## config.mk

```make
export PLATFORM = sky130hd
export DESIGN_NAME = ex_stage
export DESIGN_NICKNAME = d
export VERILOG_FILES = /design/src/rtl/rv32_ex_pkg.sv /design/src/rtl/ex_alu.sv /design/src/rtl/ex_stage.sv
export SDC_FILE = /design/constraint.sdc
export NUM_CORES = 1
export LEC_CHECK = 0
export BUFFER_PORTS_ARGS = -buffer_cell sky130_fd_sc_hd__buf_4
export CAP_MARGIN = 20
export CORE_ASPECT_RATIO = 1.2
export CORE_MARGIN = 2
export CORE_UTILIZATION = 40
export DETAILED_ROUTE_END_ITERATION = 12
export GPL_TIMING_DRIVEN = 0
export PLACE_DENSITY = 0.65
export SYNTH_ARGS = -nofsm -noshare
export SYNTH_HDL_FRONTEND = slang
export SYNTH_HIERARCHICAL = 1
export SYNTH_SLANG_ARGS = --single-unit
```

## constraint.sdc

```tcl
create_clock -name clk_i -period 13.47 [get_ports clk_i]
set_input_delay 2.694 -clock clk_i [delete_from_list [all_inputs] [get_ports clk_i]]
set_output_delay 2.694 -clock clk_i [all_outputs]
set_load 0.02 [all_outputs]
```

## src/rtl/rv32_ex_pkg.sv

```systemverilog
// Shared encodings for the RV32I execute stage.
// ALU ops, writeback selects, branch conditions and access sizes.
package rv32_ex_pkg;

   localparam logic [3:0] ALU_ADD   = 4'd0;
   localparam logic [3:0] ALU_SUB   = 4'd1;
   localparam logic [3:0] ALU_SLL   = 4'd2;
   localparam logic [3:0] ALU_SLT   = 4'd3;
   localparam logic [3:0] ALU_SLTU  = 4'd4;
   localparam logic [3:0] ALU_XOR   = 4'd5;
   localparam logic [3:0] ALU_SRL   = 4'd6;
   localparam logic [3:0] ALU_SRA   = 4'd7;
   localparam logic [3:0] ALU_OR    = 4'd8;
   localparam logic [3:0] ALU_AND   = 4'd9;
   localparam logic [3:0] ALU_PASSB = 4'd10;

   localparam logic [1:0] MTR_ALU = 2'b00;
   localparam logic [1:0] MTR_MEM = 2'b01;
   localparam logic [1:0] MTR_PC4 = 2'b10;

   localparam logic [2:0] BR_BEQ  = 3'b000;
   localparam logic [2:0] BR_BNE  = 3'b001;
   localparam logic [2:0] BR_BLT  = 3'b100;
   localparam logic [2:0] BR_BGE  = 3'b101;
   localparam logic [2:0] BR_BLTU = 3'b110;
   localparam logic [2:0] BR_BGEU = 3'b111;

   localparam logic [1:0] SZ_BYTE = 2'b00;
   localparam logic [1:0] SZ_HALF = 2'b01;
   localparam logic [1:0] SZ_WORD = 2'b10;

   // mem_stage writes store data unshifted, so every lane carries a copy
   function automatic logic [31:0] store_lanes(
      input logic [1:0]  size,
      input logic [31:0] data
   );
      case (size)
         SZ_BYTE: return {4{data[7:0]}};
         SZ_HALF: return {2{data[15:0]}};
         default: return data;
      endcase
   endfunction

endpackage

```

## src/rtl/ex_alu.sv

```systemverilog
// Combinational RV32I ALU and branch comparator.
module ex_alu
   import rv32_ex_pkg::*;
#(
   parameter int XLEN = 32
) (
   input  logic [XLEN-1:0] a,
   input  logic [XLEN-1:0] b,
   input  logic [3:0]      op,
   input  logic [XLEN-1:0] cmp_a,
   input  logic [XLEN-1:0] cmp_b,
   input  logic [2:0]      funct3,
   output logic [XLEN-1:0] result,
   output logic            taken
);

   logic [4:0] shamt;
   logic       lt_s;
   logic       lt_u;

   assign shamt = b[4:0];
   assign lt_s  = $signed(cmp_a) < $signed(cmp_b);
   assign lt_u  = cmp_a < cmp_b;

   always_comb begin
      result = '0;
      case (op)
         ALU_ADD:   result = a + b;
         ALU_SUB:   result = a - b;
         ALU_SLL:   result = a << shamt;
         ALU_SLT:   result = {{(XLEN-1){1'b0}}, $signed(a) < $signed(b)};
         ALU_SLTU:  result = {{(XLEN-1){1'b0}}, a < b};
         ALU_XOR:   result = a ^ b;
         ALU_SRL:   result = a >> shamt;
         ALU_SRA:   result = $unsigned($signed(a) >>> shamt);
         ALU_OR:    result = a | b;
         ALU_AND:   result = a & b;
         ALU_PASSB: result = b;
         default:   result = '0;
      endcase
   end

   always_comb begin
      taken = 1'b0;
      case (funct3)
         BR_BEQ:  taken = cmp_a == cmp_b;
         BR_BNE:  taken = cmp_a != cmp_b;
         BR_BLT:  taken = lt_s;
         BR_BGE:  taken = ~lt_s;
         BR_BLTU: taken = lt_u;
         BR_BGEU: taken = ~lt_u;
         default: taken = 1'b0;
      endcase
   end

endmodule

```

## src/rtl/ex_stage.sv

```systemverilog
// RV32I execute stage: forwarding, ALU, branch resolution and
// the registered EX/MEM boundary feeding mem_stage.
module ex_stage
   import rv32_ex_pkg::*;
#(
   parameter int          XLEN     = 32,
   parameter logic [31:0] RESET_PC = 32'h0000_0000
) (
   input  logic            clk_i,
   input  logic            rst_ni,
   input  logic            stall_i,
   input  logic            flush_i,
   input  logic            id_valid_i,
   input  logic [XLEN-1:0] id_pc_i,
   input  logic [4:0]      id_rs1_addr_i,
   input  logic [4:0]      id_rs2_addr_i,
   input  logic [XLEN-1:0] id_rs1_data_i,
   input  logic [XLEN-1:0] id_rs2_data_i,
   input  logic [XLEN-1:0] id_imm_i,
   input  logic [4:0]      id_rd_addr_i,
   input  logic [3:0]      id_alu_op_i,
   input  logic            id_alu_src_a_i,
   input  logic            id_alu_src_b_i,
   input  logic            id_branch_i,
   input  logic            id_jal_i,
   input  logic            id_jalr_i,
   input  logic [2:0]      id_funct3_i,
   input  logic            id_regwrite_i,
   input  logic            id_memread_i,
   input  logic            id_memwrite_i,
   input  logic [1:0]      id_memtoreg_i,
   input  logic            wb_regwrite_i,
   input  logic [4:0]      wb_rd_addr_i,
   input  logic [XLEN-1:0] wb_data_i,
   output logic            regwrite_o,
   output logic [4:0]      rd_addr_o,
   output logic [1:0]      memtoreg_o,
   output logic [XLEN-1:0] pc_address_o,
   output logic [XLEN-1:0] alu_result_o,
   output logic [XLEN-1:0] store_data_o,
   output logic            memread_o,
   output logic            memwrite_o,
   output logic [1:0]      mem_size_o,
   output logic            mem_unsigned_o,
   output logic            ex_valid_o,
   output logic            redirect_o,
   output logic [XLEN-1:0] redirect_pc_o,
   output logic            misalign_o
);

   logic [XLEN-1:0] rs1_fwd;
   logic [XLEN-1:0] rs2_fwd;
   logic [XLEN-1:0] op_a;
   logic [XLEN-1:0] op_b;
   logic [XLEN-1:0] alu_out;
   logic [XLEN-1:0] target;
   logic [XLEN-1:0] link;
   logic [XLEN-1:0] jalr_sum;
   logic [1:0]      size;
   logic            taken;
   logic            shadow;
   logic            own_ok;
   logic            valid;
   logic            redir_req;
   logic            tgt_mis;
   logic            mem_mis;
   logic            redir_next;

   // loads are not forwardable from here; decode handles load-use
   assign own_ok = regwrite_o & ex_valid_o & (memtoreg_o != MTR_MEM);

   always_comb begin
      rs1_fwd = id_rs1_data_i;
      if (id_rs1_addr_i != 5'd0) begin
         if (own_ok && rd_addr_o == id_rs1_addr_i)
            rs1_fwd = alu_result_o;
         else if (wb_regwrite_i && wb_rd_addr_i == id_rs1_addr_i)
            rs1_fwd = wb_data_i;
      end
   end

   always_comb begin
      rs2_fwd = id_rs2_data_i;
      if (id_rs2_addr_i != 5'd0) begin
         if (own_ok && rd_addr_o == id_rs2_addr_i)
            rs2_fwd = alu_result_o;
         else if (wb_regwrite_i && wb_rd_addr_i == id_rs2_addr_i)
            rs2_fwd = wb_data_i;
      end
   end

   assign op_a = id_alu_src_a_i ? id_pc_i : rs1_fwd;
   assign op_b = id_alu_src_b_i ? id_imm_i : rs2_fwd;

   ex_alu #(.XLEN(XLEN)) u_alu (
      .a      (op_a),
      .b      (op_b),
      .op     (id_alu_op_i),
      .cmp_a  (rs1_fwd),
      .cmp_b  (rs2_fwd),
      .funct3 (id_funct3_i),
      .result (alu_out),
      .taken  (taken)
   );

   assign link     = id_pc_i + 32'd4;
   assign jalr_sum = rs1_fwd + id_imm_i;
   assign target   = id_jalr_i ? {jalr_sum[XLEN-1:1], 1'b0}
                               : id_pc_i + id_imm_i;
   assign size     = id_funct3_i[1:0];

   // the shadow flag kills the one instruction fetched behind a redirect
   assign valid     = id_valid_i & ~shadow;
   assign redir_req = valid & ((id_branch_i & taken) | id_jal_i | id_jalr_i);
   assign tgt_mis   = redir_req & (target[1:0] != 2'b00);
   assign mem_mis   = valid & (id_memread_i | id_memwrite_i) &
                      (((size == SZ_HALF) & alu_out[0]) |
                       ((size == SZ_WORD) & (alu_out[1:0] != 2'b00)));
   assign redir_next = redir_req & ~tgt_mis;

   always_ff @(posedge clk_i or negedge rst_ni) begin
      if (!rst_ni) begin
         regwrite_o     <= 1'b0;
         rd_addr_o      <= '0;
         memtoreg_o     <= '0;
         pc_address_o   <= RESET_PC;
         alu_result_o   <= '0;
         store_data_o   <= '0;
         memread_o      <= 1'b0;
         memwrite_o     <= 1'b0;
         mem_size_o     <= '0;
         mem_unsigned_o <= 1'b0;
         ex_valid_o     <= 1'b0;
         redirect_o     <= 1'b0;
         redirect_pc_o  <= '0;
         misalign_o     <= 1'b0;
         shadow         <= 1'b0;
      end else if (flush_i) begin
         regwrite_o <= 1'b0;
         memread_o  <= 1'b0;
         memwrite_o <= 1'b0;
         ex_valid_o <= 1'b0;
         redirect_o <= 1'b0;
         misalign_o <= 1'b0;
         shadow     <= 1'b0;
      end else if (!stall_i) begin
         regwrite_o <= valid & id_regwrite_i &
                       (id_rd_addr_i != 5'd0) & ~tgt_mis;
         memread_o  <= valid & id_memread_i & ~mem_mis & ~tgt_mis;
         memwrite_o <= valid & id_memwrite_i & ~mem_mis & ~tgt_mis;
         ex_valid_o <= valid & ~tgt_mis;
         redirect_o <= redir_next;
         misalign_o <= tgt_mis | mem_mis;
         shadow     <= redir_next;
         rd_addr_o      <= id_rd_addr_i;
         memtoreg_o     <= id_memtoreg_i;
         pc_address_o   <= link;
         alu_result_o   <= (id_jal_i | id_jalr_i) ? link : alu_out;
         store_data_o   <= store_lanes(size, rs2_fwd);
         mem_size_o     <= size;
         mem_unsigned_o <= id_funct3_i[2];
         redirect_pc_o  <= target;
      end
   end

endmodule

```

==> impl_results.md <==
- Status: completed
- Fin crit share: 0.877
- Max FO, Critical Path: 11
- DR iter-0 viols: 3141
- CP required: 13.88 ns
- Compound-Gate Fraction of Synth Area: 0.329
- Leakage: 11.6 nW
- Post-route cell area: 25700 um2
- Initial antenna violation count: 4
- Multiplexer share of the synthesized area: 0.0721
- Crit-path max cell delay: 0.74 ns
- Final Setup Violations: 0
- Clock-pin transition on the worst setup and hold timing paths: 0.07 ns
- CTS tree: done
- Detailed placement HPWL: 115000 um
- Top post-synthesis cells by count: nand2_1 (401), o21ai_0 (315), nor2_1 (314), a21oi_1 (284), ha_1 (194)
- MaxCap Viol Count: 0
- Area leader, netlist: dfrtp_1
- Post-DRT Antenna Nets: 0
- PwrDens: 96.8 nW/um2
- Worst setup path class: in -> reg
- Port bufs: 341
- Non-Filler Instances: 4162
- Seq/Total Area, Yosys: 0.168
- Worst min path class: reg -> reg
- Setup_tns: 0 ns
- Worst VDD drop: 109 uV
- Ys flop type: dfrtp_1
- Area Growth Syn to Fin: 19.5%
- Clock sinks: 144
- Mapped Area: 21500 um2
- Max Fclk: 84.7 MHz
- Crit-path most repeated cell: o21ai_0
- Ports: 347
- Final worst slack: 1.66 ns
- RePlAce Congestion: 1.10
- Largest cells by area after synthesis: dfrtp_1 (17%), ha_1 (11%), o21ai_0 (7.3%), nand2_1 (7.0%), a21oi_1 (6.6%)
- Cell with the most instances after synthesis: nand2_1
- Post-Synth XOR/XNOR Area: 0.0375
- DR DRC count: 0
- Critical Path AT: 12.22 ns
- Slew headroom: 0.129
- Crit path capture type: register
- CTS root buf: clkbuf_16
- CP startpoint kind: input pin
- CTS buffer count: 17
- Filler cells: 5691
- Post-layout util: 0.480
- Vias post-DR: 27.5k
- Num rows: 93
- Async SR Flop Fraction: 1.00
- Vias in the first global route: 26.7k
- Starting Density: 0.402
- Yosys cell types: 100
- Overflow after GRT: 0
- H-tree depth: 4
- Fraction of layout cells with a size suffix above 1: 0.151
- Total GRT Usage: 0.478
- Drt via density: 6.60
- Total Power: 2.48 mW
- Die area: 55600 um2
- Worst slew pin tran: 1.30 ns
- Yosys warns: 6
- Die height: 258 um
- Worst-skew pair later-pin latency: 0.48 ns
- Main combinational cell family by area after synthesis: compound AO/OA/AOI/OAI gates
- Worst path slowest cell: o21ai_0
- Post-placement cell count: 4125
- RSZ-0062 raised after global routing: no
- Die X: 215 um
- Hold Buf Count CTS: 0
- Synthesized Nets: 3462
- EDFF count, synth: 0
- First-pass GRT wire length: 190000 um
- Simple-gate share of the synthesized area: 0.208
- CORE AREA: 53400 um2
- Clk buf depth: 2
- Largest net degree at the start of global routing: 93
- Worst hold slack: 0.478 ns
- Layout Nets: 3837
- Synth top area share: 0.168
- Drt pass-1 iters: 8
- Max Slew Vio Count: 0
- Worst slack, placed: 1.63 ns
- Routed WL: 137000 um
- Post-DP Area: 25000 um2
- Wire length per cell: 32.9 um
- Final Hold Fails: 0
- Fin Clk Skew: 0.0133 ns
- Min Tclk post-route: 11.81 ns
- Post-Syn Area per Cell: 7.01 um2
- Synthesized flop and latch total: 144
- Post-CTS sizing: 0
- Synth Area in Adders: 0.117
- Post-CTS Setup Bufs: 0
- Cells after synthesis: 3061
==> where the power goes <==
part           internal, mW  switching, mW
logic                 0.473          0.936
registers             0.498         0.0804
clock network         0.260          0.236
==> layer usage <==
layer	GRT usage	share of wire	vias to the layer above
met3	0.0935	0.087	681
met4	0.486	0.12	6
met1	0.497	0.33	13006
li1	-	-	11892
met2	0.792	0.46	1891
met5	0	0.00030	-
==> placed cells by master, fill, tap and decap left out, types with 28 or more instances in the layout <==
cell type	Yosys	routed
a21o_1	59	59
mux2_2	55	55
and3_1	28	28
a211oi_1	40	40
mux2i_1	68	68
nand4_1	29	29
buf_4	6	351
nand3_1	41	41
o211ai_1	30	30
o21ai_0	315	311
xnor2_1	48	48
xor2_1	44	44
dfrtp_1	144	144
o22ai_1	85	85
a31oi_1	34	34
nor2_1	314	314
nor3_1	56	56
clkbuf_1	150	150
a21oi_1	284	284
inv_1	170	170
nand2_1	401	401
ha_1	194	194
==> critical path: cells and delay by family <==
| family | cells | cell delay, ns |
|---|---|---|
| AOI/OAI and AO/OA | 15 | 4.42 |
| xor gates and xnor gates | 1 | 0.13 |
| adders and majority gates | 1 | 0.55 |
| buffers and inverters | 8 | 3.03 |
| and+or+nand+nor | 7 | 1.36 |
==> final timing paths <==
kind | start | slack, ns | cells after the start | end
worst max-delay path | id_rs2_addr_i[3] | 1.66 | 32 | misalign_o
max in group asynchronous | rst_ni | 10.40 | 2 | pc_address_o[6]
worst min register to register | redirect_pc_o[0] | 0.48 | 2 | redirect_pc_o[0]
min in group asynchronous | rst_ni | 2.18 | 1 | ex_valid_o
worst max register to register | rd_addr_o[0] | 3.52 | 31 | misalign_o
worst min-delay path | redirect_pc_o[0] | 0.48 | 2 | redirect_pc_o[0]
==> kinds of logic after synthesis <==
| family | count (synthesis) |
|---|---|
| xor+xnor | 92 |
| simple gates | 1006 |
| flops | 144 |
| buf+inv | 375 |
| mux | 134 |
| fa+ha+maj | 198 |
| compound gates | 1112 |
==> flip-flops by register name (all words and copies together) (netlist names) <==
| register | count |
|---|---|
| memwrite_o | 1 |
| misalign_o | 1 |
| ex_valid_o | 1 |
| memread_o | 1 |
| mem_unsigned_o | 1 |
| store_data_o | 32 |
| memtoreg_o | 2 |
| redirect_pc_o | 32 |
| pc_address_o | 32 |
| regwrite_o | 1 |
| mem_size_o | 2 |
| alu_result_o | 32 |
| shadow | 1 |
| rd_addr_o | 5 |
==> cell type report <==
type | count | area, um2 | area share
inverter | 173 | 649 | 0.0253
buffer | 202 | 816 | 0.0318
antenna | 2 | 5.00 | 0.000195
tap | 712 | 891 | 0.0347
multi-input combinational | 2542 | 16400 | 0.640
clock buffer | 17 | 425 | 0.0166
clock inverter | 14 | 148 | 0.00575
sequential | 144 | 3600 | 0.140
timing repair buffer | 356 | 2710 | 0.106
No activity file was read; power rests on OpenSTA's default activity.
